--- src/rtl/uart_pkg.sv ---
// Shared types and constants for the UART line engine.
// Optional feature macro: UART_PARITY_EN (adds the even-parity states).
package uart_pkg;

    localparam int UART_BAUD_DIV_DEF = 87;
    localparam int UART_DATA_BITS    = 8;

    typedef enum logic [2:0] {
        TX_IDLE,
        TX_START,
        TX_DATA,
`ifdef UART_PARITY_EN
        TX_PARITY,
`endif
        TX_STOP,
        TX_DONE
    } tx_state_t;

    typedef enum logic [2:0] {
        RX_IDLE,
        RX_START,
        RX_DATA,
`ifdef UART_PARITY_EN
        RX_PARITY,
`endif
        RX_STOP,
        RX_WRITE
    } rx_state_t;

    // Even parity: the parity bit makes the total count of ones even.
    function automatic logic even_parity(input logic [UART_DATA_BITS-1:0] data);
        return ^data;
    endfunction

endpackage

--- src/rtl/uart_interfaz_ctrl_if.sv ---
// Register-side bundle between the UART control/data registers and the line engine.
// master = register block, slave = line engine.
interface uart_interfaz_ctrl_if #(
    parameter int DATA_W = 32
);
    logic              send_i;
    logic [7:0]        tx_data_i;
    logic              send_clr_o;
    logic [DATA_W-1:0] rx_data_o;
    logic              rx_wr_o;
    logic              hold_ctrl_o;
    logic              new_rx_o;
    logic              rx_err_o;

    modport master (
        output send_i, tx_data_i,
        input  send_clr_o, rx_data_o, rx_wr_o, hold_ctrl_o, new_rx_o, rx_err_o
    );

    modport slave (
        input  send_i, tx_data_i,
        output send_clr_o, rx_data_o, rx_wr_o, hold_ctrl_o, new_rx_o, rx_err_o
    );
endinterface

--- src/rtl/uart_baud_cnt.sv ---
// Bit-period counter: counts 0..BAUD_DIV-1 (or 0..BAUD_DIV/2-1 when half_sel
// is high) and pulses bit_tick on the last count, wrapping to 0 at that tick.
module uart_baud_cnt #(
    parameter int BAUD_DIV = 87
) (
    input  logic clk_i,
    input  logic rst_ni,
    input  logic clear,
    input  logic half_sel,
    output logic bit_tick
);
    localparam int CNT_W = (BAUD_DIV > 2) ? $clog2(BAUD_DIV) : 1;
    localparam logic [CNT_W-1:0] FULL_LAST = CNT_W'(BAUD_DIV - 1);
    localparam logic [CNT_W-1:0] HALF_LAST = CNT_W'(BAUD_DIV / 2 - 1);

    logic [CNT_W-1:0] cnt_reg;

    assign bit_tick = !clear && (cnt_reg == (half_sel ? HALF_LAST : FULL_LAST));

    // Count within the bit period; restart at each bit boundary or on clear.
    always_ff @(posedge clk_i or negedge rst_ni) begin
        if (!rst_ni) begin
            cnt_reg <= '0;
        end else if (clear || bit_tick) begin
            cnt_reg <= '0;
        end else begin
            cnt_reg <= cnt_reg + CNT_W'(1);
        end
    end
endmodule

--- src/rtl/uart_interfaz_ctrl.sv ---
// UART line engine: serialises the TX byte onto tx_o and deserialises rx_i
// into data register 1 through the write-priority (hold) path. 8N1 frames;
// defining UART_PARITY_EN adds an even-parity bit on both directions.
module uart_interfaz_ctrl
    import uart_pkg::*;
#(
    parameter int BAUD_DIV = UART_BAUD_DIV_DEF,
    parameter int DATA_W   = 32
) (
    input  logic                 clk_i,
    input  logic                 rst_ni,
    uart_interfaz_ctrl_if.slave  bus,
    output logic                 tx_o,
    input  logic                 rx_i
);
    // ---------------- TX ----------------
    tx_state_t  tx_state_reg, tx_state_next;
    logic [7:0] tx_shift_reg;
    logic [2:0] tx_bit_reg;
    logic       tx_guard_reg;   // blocks a stale send_i in the cycle after DONE
    logic       tx_tick;
    logic       tx_start;
`ifdef UART_PARITY_EN
    logic       tx_par_reg;
`endif

    assign tx_start = (tx_state_reg == TX_IDLE) && bus.send_i && !tx_guard_reg;

    uart_baud_cnt #(.BAUD_DIV(BAUD_DIV)) u_tx_baud (
        .clk_i    (clk_i),
        .rst_ni   (rst_ni),
        .clear    ((tx_state_reg == TX_IDLE) || (tx_state_reg == TX_DONE)),
        .half_sel (1'b0),
        .bit_tick (tx_tick)
    );

    // TX state register.
    always_ff @(posedge clk_i or negedge rst_ni) begin
        if (!rst_ni) tx_state_reg <= TX_IDLE;
        else         tx_state_reg <= tx_state_next;
    end

    // TX next state, line level and completion pulse.
    always_comb begin
        tx_state_next  = tx_state_reg;
        tx_o           = 1'b1;
        bus.send_clr_o = 1'b0;
        case (tx_state_reg)
            TX_IDLE:  if (tx_start) tx_state_next = TX_START;
            TX_START: begin
                tx_o = 1'b0;
                if (tx_tick) tx_state_next = TX_DATA;
            end
            TX_DATA: begin
                tx_o = tx_shift_reg[0];
                if (tx_tick && tx_bit_reg == 3'd7) begin
`ifdef UART_PARITY_EN
                    tx_state_next = TX_PARITY;
`else
                    tx_state_next = TX_STOP;
`endif
                end
            end
`ifdef UART_PARITY_EN
            TX_PARITY: begin
                tx_o = tx_par_reg;
                if (tx_tick) tx_state_next = TX_STOP;
            end
`endif
            TX_STOP:  if (tx_tick) tx_state_next = TX_DONE;
            TX_DONE: begin
                bus.send_clr_o = 1'b1;
                tx_state_next  = TX_IDLE;
            end
            default:  tx_state_next = TX_IDLE;
        endcase
    end

    // TX datapath: latch the byte at frame start, shift out LSB first.
    always_ff @(posedge clk_i or negedge rst_ni) begin
        if (!rst_ni) begin
            tx_shift_reg <= '0;
            tx_bit_reg   <= '0;
            tx_guard_reg <= 1'b0;
`ifdef UART_PARITY_EN
            tx_par_reg   <= 1'b0;
`endif
        end else begin
            tx_guard_reg <= (tx_state_reg == TX_DONE);
            if (tx_start) begin
                tx_shift_reg <= bus.tx_data_i;
`ifdef UART_PARITY_EN
                tx_par_reg   <= even_parity(bus.tx_data_i);
`endif
            end else if (tx_state_reg == TX_DATA && tx_tick) begin
                tx_shift_reg <= {1'b0, tx_shift_reg[7:1]};
            end
            if (tx_state_reg != TX_DATA) tx_bit_reg <= '0;
            else if (tx_tick)            tx_bit_reg <= tx_bit_reg + 3'd1;
        end
    end

    // ---------------- RX ----------------
    rx_state_t         rx_state_reg, rx_state_next;
    logic              rx_sync1_reg, rx_sync2_reg, rx_prev_reg;
    logic [7:0]        rx_shift_reg;
    logic [2:0]        rx_bit_reg;
    logic [DATA_W-1:0] rx_data_reg;
    logic              rx_err_reg;
    logic              rx_tick;
    logic              rx_par_bad;
    logic              rx_stop_fail;
    logic              rx_write;

`ifdef UART_PARITY_EN
    logic rx_par_err_reg;
    assign rx_par_bad = rx_par_err_reg;
`else
    assign rx_par_bad = 1'b0;
`endif

    assign rx_stop_fail = (rx_state_reg == RX_STOP) && rx_tick && (!rx_sync2_reg || rx_par_bad);

    uart_baud_cnt #(.BAUD_DIV(BAUD_DIV)) u_rx_baud (
        .clk_i    (clk_i),
        .rst_ni   (rst_ni),
        .clear    ((rx_state_reg == RX_IDLE) || (rx_state_reg == RX_WRITE)),
        .half_sel (rx_state_reg == RX_START),
        .bit_tick (rx_tick)
    );

    // RX state register.
    always_ff @(posedge clk_i or negedge rst_ni) begin
        if (!rst_ni) rx_state_reg <= RX_IDLE;
        else         rx_state_reg <= rx_state_next;
    end

    // RX next state; a start sample of 1 is a glitch and returns silently.
    always_comb begin
        rx_state_next = rx_state_reg;
        rx_write      = 1'b0;
        case (rx_state_reg)
            RX_IDLE:  if (rx_prev_reg && !rx_sync2_reg) rx_state_next = RX_START;
            RX_START: if (rx_tick) rx_state_next = rx_sync2_reg ? RX_IDLE : RX_DATA;
            RX_DATA: begin
                if (rx_tick && rx_bit_reg == 3'd7) begin
`ifdef UART_PARITY_EN
                    rx_state_next = RX_PARITY;
`else
                    rx_state_next = RX_STOP;
`endif
                end
            end
`ifdef UART_PARITY_EN
            RX_PARITY: if (rx_tick) rx_state_next = RX_STOP;
`endif
            RX_STOP:  if (rx_tick) rx_state_next = rx_stop_fail ? RX_IDLE : RX_WRITE;
            RX_WRITE: begin
                rx_write      = 1'b1;
                rx_state_next = RX_IDLE;
            end
            default:  rx_state_next = RX_IDLE;
        endcase
    end

    // RX datapath: synchroniser, shift-in LSB first, output byte and error pulse.
    always_ff @(posedge clk_i or negedge rst_ni) begin
        if (!rst_ni) begin
            rx_sync1_reg <= 1'b1;
            rx_sync2_reg <= 1'b1;
            rx_prev_reg  <= 1'b1;
            rx_shift_reg <= '0;
            rx_bit_reg   <= '0;
            rx_data_reg  <= '0;
            rx_err_reg   <= 1'b0;
`ifdef UART_PARITY_EN
            rx_par_err_reg <= 1'b0;
`endif
        end else begin
            rx_sync1_reg <= rx_i;
            rx_sync2_reg <= rx_sync1_reg;
            rx_prev_reg  <= rx_sync2_reg;
            rx_err_reg   <= rx_stop_fail;
            if (rx_state_reg == RX_DATA && rx_tick)
                rx_shift_reg <= {rx_sync2_reg, rx_shift_reg[7:1]};
            if (rx_state_reg != RX_DATA) rx_bit_reg <= '0;
            else if (rx_tick)            rx_bit_reg <= rx_bit_reg + 3'd1;
            if (rx_state_reg == RX_STOP && rx_tick && !rx_stop_fail)
                rx_data_reg <= DATA_W'(rx_shift_reg);
`ifdef UART_PARITY_EN
            if (rx_state_reg == RX_IDLE)
                rx_par_err_reg <= 1'b0;
            else if (rx_state_reg == RX_PARITY && rx_tick)
                rx_par_err_reg <= rx_sync2_reg ^ even_parity(rx_shift_reg);
`endif
        end
    end

    assign bus.rx_data_o   = rx_data_reg;
    assign bus.rx_wr_o     = rx_write;
    assign bus.hold_ctrl_o = rx_write;
    assign bus.new_rx_o    = rx_write;
    assign bus.rx_err_o    = rx_err_reg;
endmodule

--- src/flat_wrapper.sv ---
// flat-port wrapper written by rule: the top's interface ports become plain ports
module uart_interfaz_ctrl_flat import uart_pkg::*;
#(
    parameter int BAUD_DIV = UART_BAUD_DIV_DEF,
    parameter int DATA_W   = 32
)
  (clk_i, rst_ni, tx_o, rx_i, bus_send_i, bus_tx_data_i, bus_send_clr_o, bus_rx_data_o, bus_rx_wr_o, bus_hold_ctrl_o, bus_new_rx_o, bus_rx_err_o);
  uart_interfaz_ctrl_if #(.DATA_W(DATA_W)) bus_i ();
  input  logic clk_i;
  input  logic rst_ni;
  output logic tx_o;
  input  logic rx_i;
  input wire logic [$bits(bus_i.send_i)-1:0] bus_send_i;
  input wire logic [$bits(bus_i.tx_data_i)-1:0] bus_tx_data_i;
  output wire logic [$bits(bus_i.send_clr_o)-1:0] bus_send_clr_o;
  output wire logic [$bits(bus_i.rx_data_o)-1:0] bus_rx_data_o;
  output wire logic [$bits(bus_i.rx_wr_o)-1:0] bus_rx_wr_o;
  output wire logic [$bits(bus_i.hold_ctrl_o)-1:0] bus_hold_ctrl_o;
  output wire logic [$bits(bus_i.new_rx_o)-1:0] bus_new_rx_o;
  output wire logic [$bits(bus_i.rx_err_o)-1:0] bus_rx_err_o;
  assign bus_i.send_i = bus_send_i;
  assign bus_i.tx_data_i = bus_tx_data_i;
  assign bus_send_clr_o = bus_i.send_clr_o;
  assign bus_rx_data_o = bus_i.rx_data_o;
  assign bus_rx_wr_o = bus_i.rx_wr_o;
  assign bus_hold_ctrl_o = bus_i.hold_ctrl_o;
  assign bus_new_rx_o = bus_i.new_rx_o;
  assign bus_rx_err_o = bus_i.rx_err_o;
  uart_interfaz_ctrl #(.BAUD_DIV(BAUD_DIV), .DATA_W(DATA_W)) u_core (.clk_i(clk_i), .rst_ni(rst_ni), .bus(bus_i), .tx_o(tx_o), .rx_i(rx_i));
endmodule
--- config.mk ---
export PLATFORM = sky130hd
export DESIGN_NAME = uart_interfaz_ctrl_flat
export DESIGN_NICKNAME = d
export VERILOG_FILES = /design/src/rtl/uart_pkg.sv /design/src/rtl/uart_interfaz_ctrl_if.sv /design/src/rtl/uart_baud_cnt.sv /design/src/rtl/uart_interfaz_ctrl.sv /design/src/flat_wrapper.sv
export SDC_FILE = /design/constraint.sdc
export NUM_CORES = 1
export LEC_CHECK = 0
export ABC_CLOCK_PERIOD_IN_PS = 3900
export CAP_MARGIN = 40
export CORE_MARGIN = 8
export CORE_UTILIZATION = 25
export DETAILED_ROUTE_END_ITERATION = 10
export PLACE_DENSITY = 0.48
export SYNTH_ARGS = -nofsm -noshare
export SYNTH_HDL_FRONTEND = slang
export SYNTH_SLANG_ARGS = --single-unit
--- constraint.sdc ---
create_clock -name clk_i -period 3.9 [get_ports clk_i]
set_clock_uncertainty 0.1 [all_clocks]
set_input_delay 0.39 -clock clk_i [delete_from_list [all_inputs] [get_ports clk_i]]
set_output_delay 0.39 -clock clk_i [all_outputs]
set_load 0.01 [all_outputs]
* Word level (Yosys, flattened, before mapping)
Index checks and enable logic that the tools add are counted.
Cells by class: divide/modulo/power cells 0, mux-type cells 24, reduce and logical (&&, ||, !) cells 28, bitwise operators 0, order comparisons 0, $mul 0, $add $sub $neg 4, shifts and indexed selects 0, equality and inequality tests 22
Operator list (count):
- 2-to-1 mux 3 bit | 13
- one-hot mux 3 bit (4 select lines) | 2
- 2-to-1 mux 7 bit | 3
- 2-to-1 mux 8 bit | 2
- adder 7 x 1 -> 7 bit (second input constant) | 2
- inequality test 2 x 1 -> 1 bit (second input constant) | 7
- equality test 3 x 2 -> 1 bit (second input constant) | 4
- equality test 3 bit (second input constant) | 4
- logical AND 1 bit | 12
- AND reduction 4 bit | 2
- equality test 7 bit | 1
- equality test 7 bit (second input constant) | 1
- adder 3 x 1 -> 3 bit (second input constant) | 2
- equality test 3 x 1 -> 1 bit (second input constant) | 2
- zero test 3 bit | 2
- inequality test 3 x 2 -> 1 bit (second input constant) | 2
- nonzero test 2 bit | 3
- zero test 1 bit | 5
- logical OR 1 bit | 4
- 2-to-1 mux 1 bit | 2
- 2-to-1 mux 2 bit | 1
- inequality test 2 bit (second input constant) | 1
- one-hot mux 1 bit (2 select lines) | 1
Storage, ports and cells: bits in writable memories 0, bits in registers 55, output and inout port bits 38, word-level logic and storage cells 92, latch bits 0, memories 0, memory bits (read-only) 0

* Logic depth before layout (Yosys ltp)
Gate-level depths: netlist (run 1).
word-level depth 9, gate-level depth with buffers 7, gate-level depth less buffers 6

* Hierarchy
Synthesis (run 1) repeated with hierarchy kept, for this count alone.
Second synthesis, totals: cells, all modules 227, area total of the unflattened synthesis 2722.6 um^2
By module, submodules not included:
- uart_interfaz_ctrl | sequential area each 1029.7 um^2, cells an instance 157, area an instance 1941.9 um^2, times used 1
- uart_baud_cnt | sequential area each 175.2 um^2, cells an instance 35, area an instance 390.4 um^2, times used 2

* Worst setup path after synthesis (run 1)
No wires, ideal clock.
path type register -> register, from reg u_core.tx_state_reg[0], to reg u_core.tx_shift_reg[4], stages on the path, launching flop included 6, library setup time 0.125 ns, clock period less this slack 1.817 ns, arrival 1.592 ns, setup slack 2.083 ns, cell sequence dfrtp_1 buf_2 nor4_4 buf_6 mux2_2 mux2_2
Between the ends: cells in the longest elaborated chain, start to end 6, elaborated cells between the ends (all ways) 11, those cells by class eq/ne (2); mux (1); reduce/logical (8)
Ends and longest elaborated chain:
- start, declared | RTL line uart_interfaz_ctrl.sv:17 | tx_state_t tx_state_reg, tx_state_next;
- start signal, assigned | RTL line uart_interfaz_ctrl.sv:40 | else tx_state_reg <= tx_state_next;
- equality test 3 bit or zero test 3 bit (tied branches) | RTL line uart_interfaz_ctrl.sv:32, uart_interfaz_ctrl.sv:27
- logical OR 1 bit | RTL line uart_interfaz_ctrl.sv:32 | .clear ((tx_state_reg == TX_IDLE) || (tx_state_reg == TX_DONE)),
- zero test 1 bit | RTL line uart_baud_cnt.sv:18 | assign bit_tick = !clear && (cnt_reg == (half_sel ? HALF_LAST : FULL_LAST));
- logical AND 1 bit | RTL line uart_baud_cnt.sv:18
- logical AND 1 bit | RTL line uart_interfaz_ctrl.sv:95 | end else if (tx_state_reg == TX_DATA && tx_tick) begin
- nonzero test 2 bit (no line)
- end signal, assigned | RTL line uart_interfaz_ctrl.sv:91 | tx_shift_reg <= bus.tx_data_i;
- end signal, assigned | RTL line uart_interfaz_ctrl.sv:96 | tx_shift_reg <= {1'b0, tx_shift_reg[7:1]};
- end, declared | RTL line uart_interfaz_ctrl.sv:18 | logic [7:0] tx_shift_reg;
Several ways; a longest one is shown, not always the timed one. A chain may end at the register's enable or synchronous reset.

* Worst setup path in the final report (run 1)
from reg u_core.rx_state_reg[1], to out bus_new_rx_o
Between the ends: cells in the longest elaborated chain, start to end 2
Ends and longest elaborated chain:
- start, declared | RTL line uart_interfaz_ctrl.sv:104 | rx_state_t rx_state_reg, rx_state_next;
- start signal, assigned | RTL line uart_interfaz_ctrl.sv:135 | else rx_state_reg <= rx_state_next;
- equality test 3 bit | RTL line uart_interfaz_ctrl.sv:142 | case (rx_state_reg)
- 2-to-1 mux 1 bit | RTL line uart_interfaz_ctrl.sv:142
- end, declared | RTL line flat_wrapper.sv:19 | output wire logic [$bits(bus_i.new_rx_o)-1:0] bus_new_rx_o;
No other way between the ends.

==> flow_metrics.env, run 1 <==
export IMPL_endpoint_kind="output port"
export IMPL_synth_edf_count=0
export IMPL_clockBufferDepth=2
export IMPL_dp_cells=388
export IMPL_cts_root_buf="clkbuf_8"
export IMPL_clk_latency_ns=0.30
export IMPL_port_buffers=25
export IMPL_gp_congestion=0.755
export IMPL_pwr_density_cell_nw_per_um2=475
export IMPL_slew_limit_headroom=0.493
export IMPL_synth_seq_cells=55
export IMPL_path_class="reg -> out"
export IMPL_yosys_area_top_type="dfrtp_1"
export IMPL_finalPower_mw=1.50
export IMPL_grt_overflow=0
export IMPL_grt_max_degree=34
export IMPL_vias_per_cell=4.10
export IMPL_path_buf_inv=1
export IMPL_initial_core_util=0.255
export IMPL_ant_nets=0
export IMPL_fin_tns_setup_ns=0
export IMPL_clock_sinks=55
export IMPL_swShare=0.300
export IMPL_coreArea_um2=10800
export IMPL_via_count=1626
export IMPL_syn2layout_area_growth_pct=14.6
export IMPL_cap_violations=0
export IMPL_fillCellCount=1113
export IMPL_hold_violations=0
export IMPL_setup_viol_count_final=0
export IMPL_synth_flop_cell="dfrtp_1"
export IMPL_drt_iter0_drc=54
export IMPL_fin_crit_sh=0.586
export IMPL_synth_top_cell_area_share=0.473
export IMPL_seq_area_frac_synth=0.502
export IMPL_status="finished, final reports clean"
export IMPL_crit_fanout=10
export IMPL_cts_buffers=5
export IMPL_htreeDepth=2
export IMPL_nets=276
export IMPL_fmax_mhz=438
export IMPL_ir_worst_vdd_uv=190
export IMPL_power_frac_clock=0.265
export IMPL_fp_dieH_um=121
export IMPL_drcViolationCount=0
export IMPL_row_count=38
export IMPL_avgRoutedWirePerCell_um=12.0
export IMPL_dp_hpwl_um=3430
export IMPL_die_w_um=121
export IMPL_routed_wl_um=4770
export IMPL_rsz0062_at_grt="no"
export IMPL_final_cells=397
export IMPL_slowest_stage="clkdlybuf4s50_1"
export IMPL_cpPeakStageDelay_ns=0.62
export IMPL_hold_path_depth=0
export IMPL_ioPinCount=50
export IMPL_antenna_found_initial=0
export IMPL_crit_arrival_ns=1.79
export IMPL_die_area_um2=14600
export IMPL_switchingPower_uw=450
export IMPL_drt_pre_antenna_iters=4
export IMPL_track_usage=0.0660
export IMPL_worstPathCellList="nor3b_1 > clkdlybuf4s50_1"
export IMPL_ys_async_sr_fraction=1.00
export IMPL_p_comb_frac=0.213
export IMPL_hold_slack_ns=0.263
export IMPL_cts_tree="yes"
export IMPL_leakagePower_nw=1.42
export IMPL_yosys_warnings=0
export IMPL_synthCells=233
export IMPL_syn_area_um2=2750
export IMPL_avgSynthCellArea_um2=11.8
export IMPL_internal_power_mw=1.05
export IMPL_r2r_cells=3
export IMPL_report_final_slew_viol_count=0
export IMPL_cp_depth=2
export IMPL_path_clk_slew_ns=0.10
export IMPL_layout_drive_gt1_share=0.195
export IMPL_hold_path_class="reg -> reg"
export IMPL_path_delay_family="buffers and inverters"
export IMPL_grt_pass1_vias=1648
export IMPL_worstMarginPinSlew_ns=0.759
export IMPL_synth_area_leaders="dfrtp_1 (47%), mux2_2 (11%), buf_4 (7.1%)"
export IMPL_num_antenna_cells=0
export IMPL_grt_pass1_wl_um=7850
export IMPL_cp_required_ns=3.41
export IMPL_yosysUniqueCellTypes=43
export IMPL_cts_resized=0
export IMPL_fin_crit_ns=2.28
export IMPL_p_seq_frac=0.522
export IMPL_cp_start_kind="flop"
cell families (layout without fill, tap and decap cells):
family | Yosys count | after routing | share of synthesized area
muxes | 29 | 29 | 0.117
DFF | 55 | 55 | 0.502
and+or+nand+nor | 73 | 73 | 0.166
adders and majority gates | 8 | 8 | 0.0364
other | 1 | 24 | 0.00136
AOI/OAI and AO/OA | 16 | 16 | 0.0423
buffers and inverters | 38 | 39 | 0.0933
xor gates and xnor gates | 13 | 13 | 0.0414
cell usage in the layout, fill, tap and decap left out, types with 3 or more instances in the layout:
cell             instances
nand2_1                  7
clkbuf_8                 6
nor3b_1                  6
conb_1                  24
dfrtp_1                 52
clkdlybuf4s50_1         24
and3_1                   4
ha_1                     8
dfstp_2                  3
a21oi_1                  3
mux2i_1                  3
o21ai_0                  4
xnor2_1                  8
xor2_1                   5
mux2_2                  26
nor2_1                  25
nand3_1                  8
inv_1                    4
final timing paths:
| check | from | endpoint | slack (ns) |
|---|---|---|---|
| max in group asynchronous | rst_ni | u_core.rx_sync2_reg$_DFF_PN1_ | 2.33 |
| max | u_core.rx_state_reg[1]$_DFFE_PN0P_ | bus_new_rx_o | 1.62 |
| min reg2reg | u_core.rx_sync1_reg$_DFF_PN1_ | u_core.rx_sync2_reg$_DFF_PN1_ | 0.26 |
| min in group asynchronous | rst_ni | u_core.tx_shift_reg[3]$_DFFE_PN0P_ | 0.51 |
| min | u_core.rx_sync1_reg$_DFF_PN1_ | u_core.rx_sync2_reg$_DFF_PN1_ | 0.26 |
| max reg2reg | u_core.tx_state_reg[2]$_DFFE_PN0P_ | u_core.tx_shift_reg[4]$_DFFE_PN0P_ | 1.82 |
cell type report:
cell class,instances,area [um^2],area share
sequential,55,1380,0.438
multi-input combinational,163,1200,0.381
tap,140,175,0.0556
clock buffer,6,82.6,0.0262
timing repair buffer,27,263,0.0834
clock inverter,2,35.0,0.0111
inverter,4,15.0,0.00477
synthesized netlist by cell type (3+ instances only):
library cell,instances
xor2_1,5
mux2_2,26
dfrtp_1,52
buf_4,26
nand3_1,8
ha_1,8
mux2i_1,3
xnor2_1,8
inv_1,4
and3_1,4
nand2_1,7
buf_2,7
nor2_1,25
o21ai_0,4
nor3b_1,6
dfstp_2,3
a21oi_1,3
power groups by stage:
stage	clock network [mW]	logic, mW	registers, mW
5_1_grt	0.433	0.364	0.799
3_5_place_dp	0	0.323	0.791
4_1_cts	0.415	0.324	0.782
6_report	0.396	0.318	0.782
3_3_place_gp	0	0.316	0.791
2_1_floorplan	0	0.296	0.747
timing repair:
action | 4_1_cts | 5_1_grt
hold endpoints to repair | 22 | 0
hold buffers | 1 | 0
setup buffers | 0 | 0
worst register-to-register path, stage by stage, from the launching register on:
cell and delay, ns:
dfrtp_1 0.49, nor4_4 0.73, mux2_2 0.41, mux2_2 0.26
per-layer routing:
| layer | share of wire | up-vias | track usage |
|---|---|---|---|
| met4 | 0.012 | 0 | 0.0234 |
| met5 | 0 | - | 0 |
| li1 | - | 790 | - |
| met1 | 0.46 | 795 | 0.0801 |
| met2 | 0.47 | 36 | 0.108 |
| met3 | 0.066 | 5 | 0.0200 |
metrics by stage:
step / instance area [um^2] / utilization / worst slack, ns
finish: 3150 / 0.292 / 1.62
global route: 3150 / 0.292 / 1.49
CTS: 3150 / 0.292 / 1.57
detailed placement: 3020 / 0.280 / 1.44
global placement: 3020 / 0.280 / 1.50
floorplan: 2840 / - / 2.08
No activity file was read; power rests on OpenSTA's default activity.
==> run 2: changes to the inputs <==
--- a/config.mk
+++ b/config.mk
@@ -5,7 +5,7 @@
 export SDC_FILE = /design/constraint.sdc
 export NUM_CORES = 1
 export LEC_CHECK = 0
-export ABC_CLOCK_PERIOD_IN_PS = 3900
+export ABC_CLOCK_PERIOD_IN_PS = 2300
 export CAP_MARGIN = 40
 export CORE_MARGIN = 8
 export CORE_UTILIZATION = 25
==> constraint.sdc (replaced) <==
create_clock -name clk_i -period 2.3 [get_ports clk_i]
set_clock_uncertainty 0.1 [all_clocks]
set_input_delay 0.23 -clock clk_i [delete_from_list [all_inputs] [get_ports clk_i]]
set_output_delay 0.23 -clock clk_i [all_outputs]
set_load 0.01 [all_outputs]
==> run 2 against run 1 <==
  * Non-clock buffer count increased by 2
  * Final cell count rose by 0.50%
  * Die area stayed put
  * Register-to-register slack lost 1.4 ns
  * Via count grew 1.4%
  * Combinational power grew 73%
  * Setup slack worse by 1.4 ns
  * Power rose by 69%
  * Sequential share of layout area decreased by 0.38 points
  * Count of clock-buffer cells in the layout is the same
  * Largest cell class unchanged
==> flow_metrics.env, run 2 (synthesis results as in run 1) <==
export IMPL_cts_tree="yes"
export IMPL_power_frac_clock=0.259
export IMPL_status="finished, final reports clean"
export IMPL_ioPinCount=50
export IMPL_final_cell_mix="dfrtp_1 (52), mux2_2 (26), nor2_1 (25)"
export IMPL_port_buffers=25
export IMPL_hold_violations=0
export IMPL_layout_commonest_cell="dfrtp_1"
export IMPL_endpoint_kind="output port"
export IMPL_p_seq_frac=0.523
export IMPL_drt_pre_antenna_iters=4
export IMPL_dp_hpwl_um=3420
export IMPL_crit_fanout=10
export IMPL_setup_viol_count_final=0
export IMPL_fin_crit_sh=0.927
export IMPL_leakagePower_nw=1.44
export IMPL_antenna_found_initial=0
export IMPL_fillCellCount=1114
export IMPL_vias_per_cell=4.13
export IMPL_die_area_um2=14600
export IMPL_pwr_density_cell_nw_per_um2=796
export IMPL_initial_core_util=0.255
export IMPL_via_count=1648
export IMPL_fmax_mhz=469
export IMPL_fin_tns_setup_ns=0
export IMPL_avgRoutedWirePerCell_um=11.8
export IMPL_drt_iter0_drc=75
export IMPL_crit_arrival_ns=1.80
export IMPL_use_met2=0.108
export IMPL_syn2layout_area_growth_pct=15.6
export IMPL_p_comb_frac=0.217
export IMPL_num_antenna_cells=0
export IMPL_finalInstanceArea_um2=3180
export IMPL_postCtsHoldBufs=1
export IMPL_ir_worst_vdd_uv=269
export IMPL_path_class="reg -> out"
export IMPL_postCtsSetupBuffers=0
export IMPL_row_count=38
export IMPL_layout_drive_gt1_share=0.201
export IMPL_clockBufferDepth=2
export IMPL_grt_pass1_wl_um=7890
export IMPL_place_area_um2=3050
export IMPL_htreeDepth=2
export IMPL_rsz0062_at_grt="no"
export IMPL_worstMarginPinSlew_ns=0.570
export IMPL_slew_limit_headroom=0.620
export IMPL_cap_violations=0
export IMPL_drcViolationCount=0
export IMPL_internal_power_mw=1.78
export IMPL_coreArea_um2=10800
export IMPL_swShare=0.296
export IMPL_routed_wl_um=4710
export IMPL_track_usage=0.0662
export IMPL_path_clk_slew_ns=0.10
export IMPL_clk_latency_ns=0.30
export IMPL_nets=278
export IMPL_r2r_cells=6
export IMPL_hold_path_class="in -> async"
export IMPL_grt_overflow=0
export IMPL_report_final_slew_viol_count=0
export IMPL_die_w_um=121
export IMPL_grt_pass1_vias=1653
export IMPL_fin_crit_ns=2.13
export IMPL_cts_root_buf="clkbuf_8"
export IMPL_grt_busiest_layer="met2"
export IMPL_cts_resized=0
export IMPL_gp_congestion=0.713
export IMPL_grt_max_degree=52
export IMPL_ant_nets=0
export IMPL_cp_start_kind="flop"
export IMPL_switchingPower_uw=750
export IMPL_clock_sinks=55
export IMPL_fp_dieH_um=121
export IMPL_met3_usage=0.0233
export IMPL_cp_required_ns=1.97
export IMPL_grt_use_met1=0.0792
export IMPL_cts_buffers=5
==> run 2: layout make-up <==
class / count / area (um^2) / area share
clock inverter: 2 / 35.0 / 0.0110
timing repair buffer: 29 / 290 / 0.0913
tap: 140 / 175 / 0.0551
inverter: 4 / 15.0 / 0.00472
clock buffer: 6 / 82.6 / 0.0260
multi-input combinational: 163 / 1200 / 0.378
sequential: 55 / 1380 / 0.434
==> run 2: critical path: stages (launching register included) <==
cell             delay, ns
dfrtp_1               0.49
nor3b_1               0.39
clkdlybuf4s50_1       0.62
==> run 2: power groups by stage <==
| stage | clock network, mW | registers [mW] | logic [mW] |
|---|---|---|---|
| global route | 0.724 | 1.36 | 0.635 |
| floorplan | 0 | 1.27 | 0.501 |
| detailed placement | 0 | 1.35 | 0.554 |
| finish | 0.656 | 1.32 | 0.550 |
| global placement | 0 | 1.34 | 0.544 |
| CTS | 0.689 | 1.33 | 0.560 |
==> run 2: layer usage <==
| layer | wire (um) | vias to the layer above |
|---|---|---|
| li1 | - | 797 |
| met1 | 2130 | 812 |
| met2 | 2190 | 34 |
| met3 | 332 | 5 |
| met4 | 61 | 0 |
| met5 | 0 | - |
==> run 2: stage by stage <==
stage | util | total power [mW] | instances | hold slack [ns] | setup slack [ns]
finish | 0.294 | 2.53 | 399 | 0.190 | 0.169
global route | 0.294 | 2.72 | 399 | 0.208 | 0.000834
CTS | 0.294 | 2.58 | 399 | 0.194 | 0.145
detailed placement | 0.283 | 1.90 | 390 | -0.0394 | 0.300
global placement | 0.283 | 1.89 | 390 | -0.0342 | 0.333
floorplan | - | 1.77 | 256 | -0.166 | 0.483
==> run 2: final timing paths <==
kind	to	from	slack, ns
min	u_core.tx_shift_reg[2]$_DFFE_PN0P_	rst_ni	0.19
max reg2reg	u_core.u_rx_baud.cnt_reg[6]$_DFF_PN0_	u_core.u_rx_baud.cnt_reg[0]$_DFF_PN0_	0.39
min reg2reg	u_core.rx_sync2_reg$_DFF_PN1_	u_core.rx_sync1_reg$_DFF_PN1_	0.26
max	bus_rx_wr_o	u_core.rx_state_reg[1]$_DFFE_PN0P_	0.17
max in group asynchronous	u_core.rx_sync2_reg$_DFF_PN1_	rst_ni	1.37
min in group clk_i	u_core.rx_sync1_reg$_DFF_PN1_	rx_i	0.24
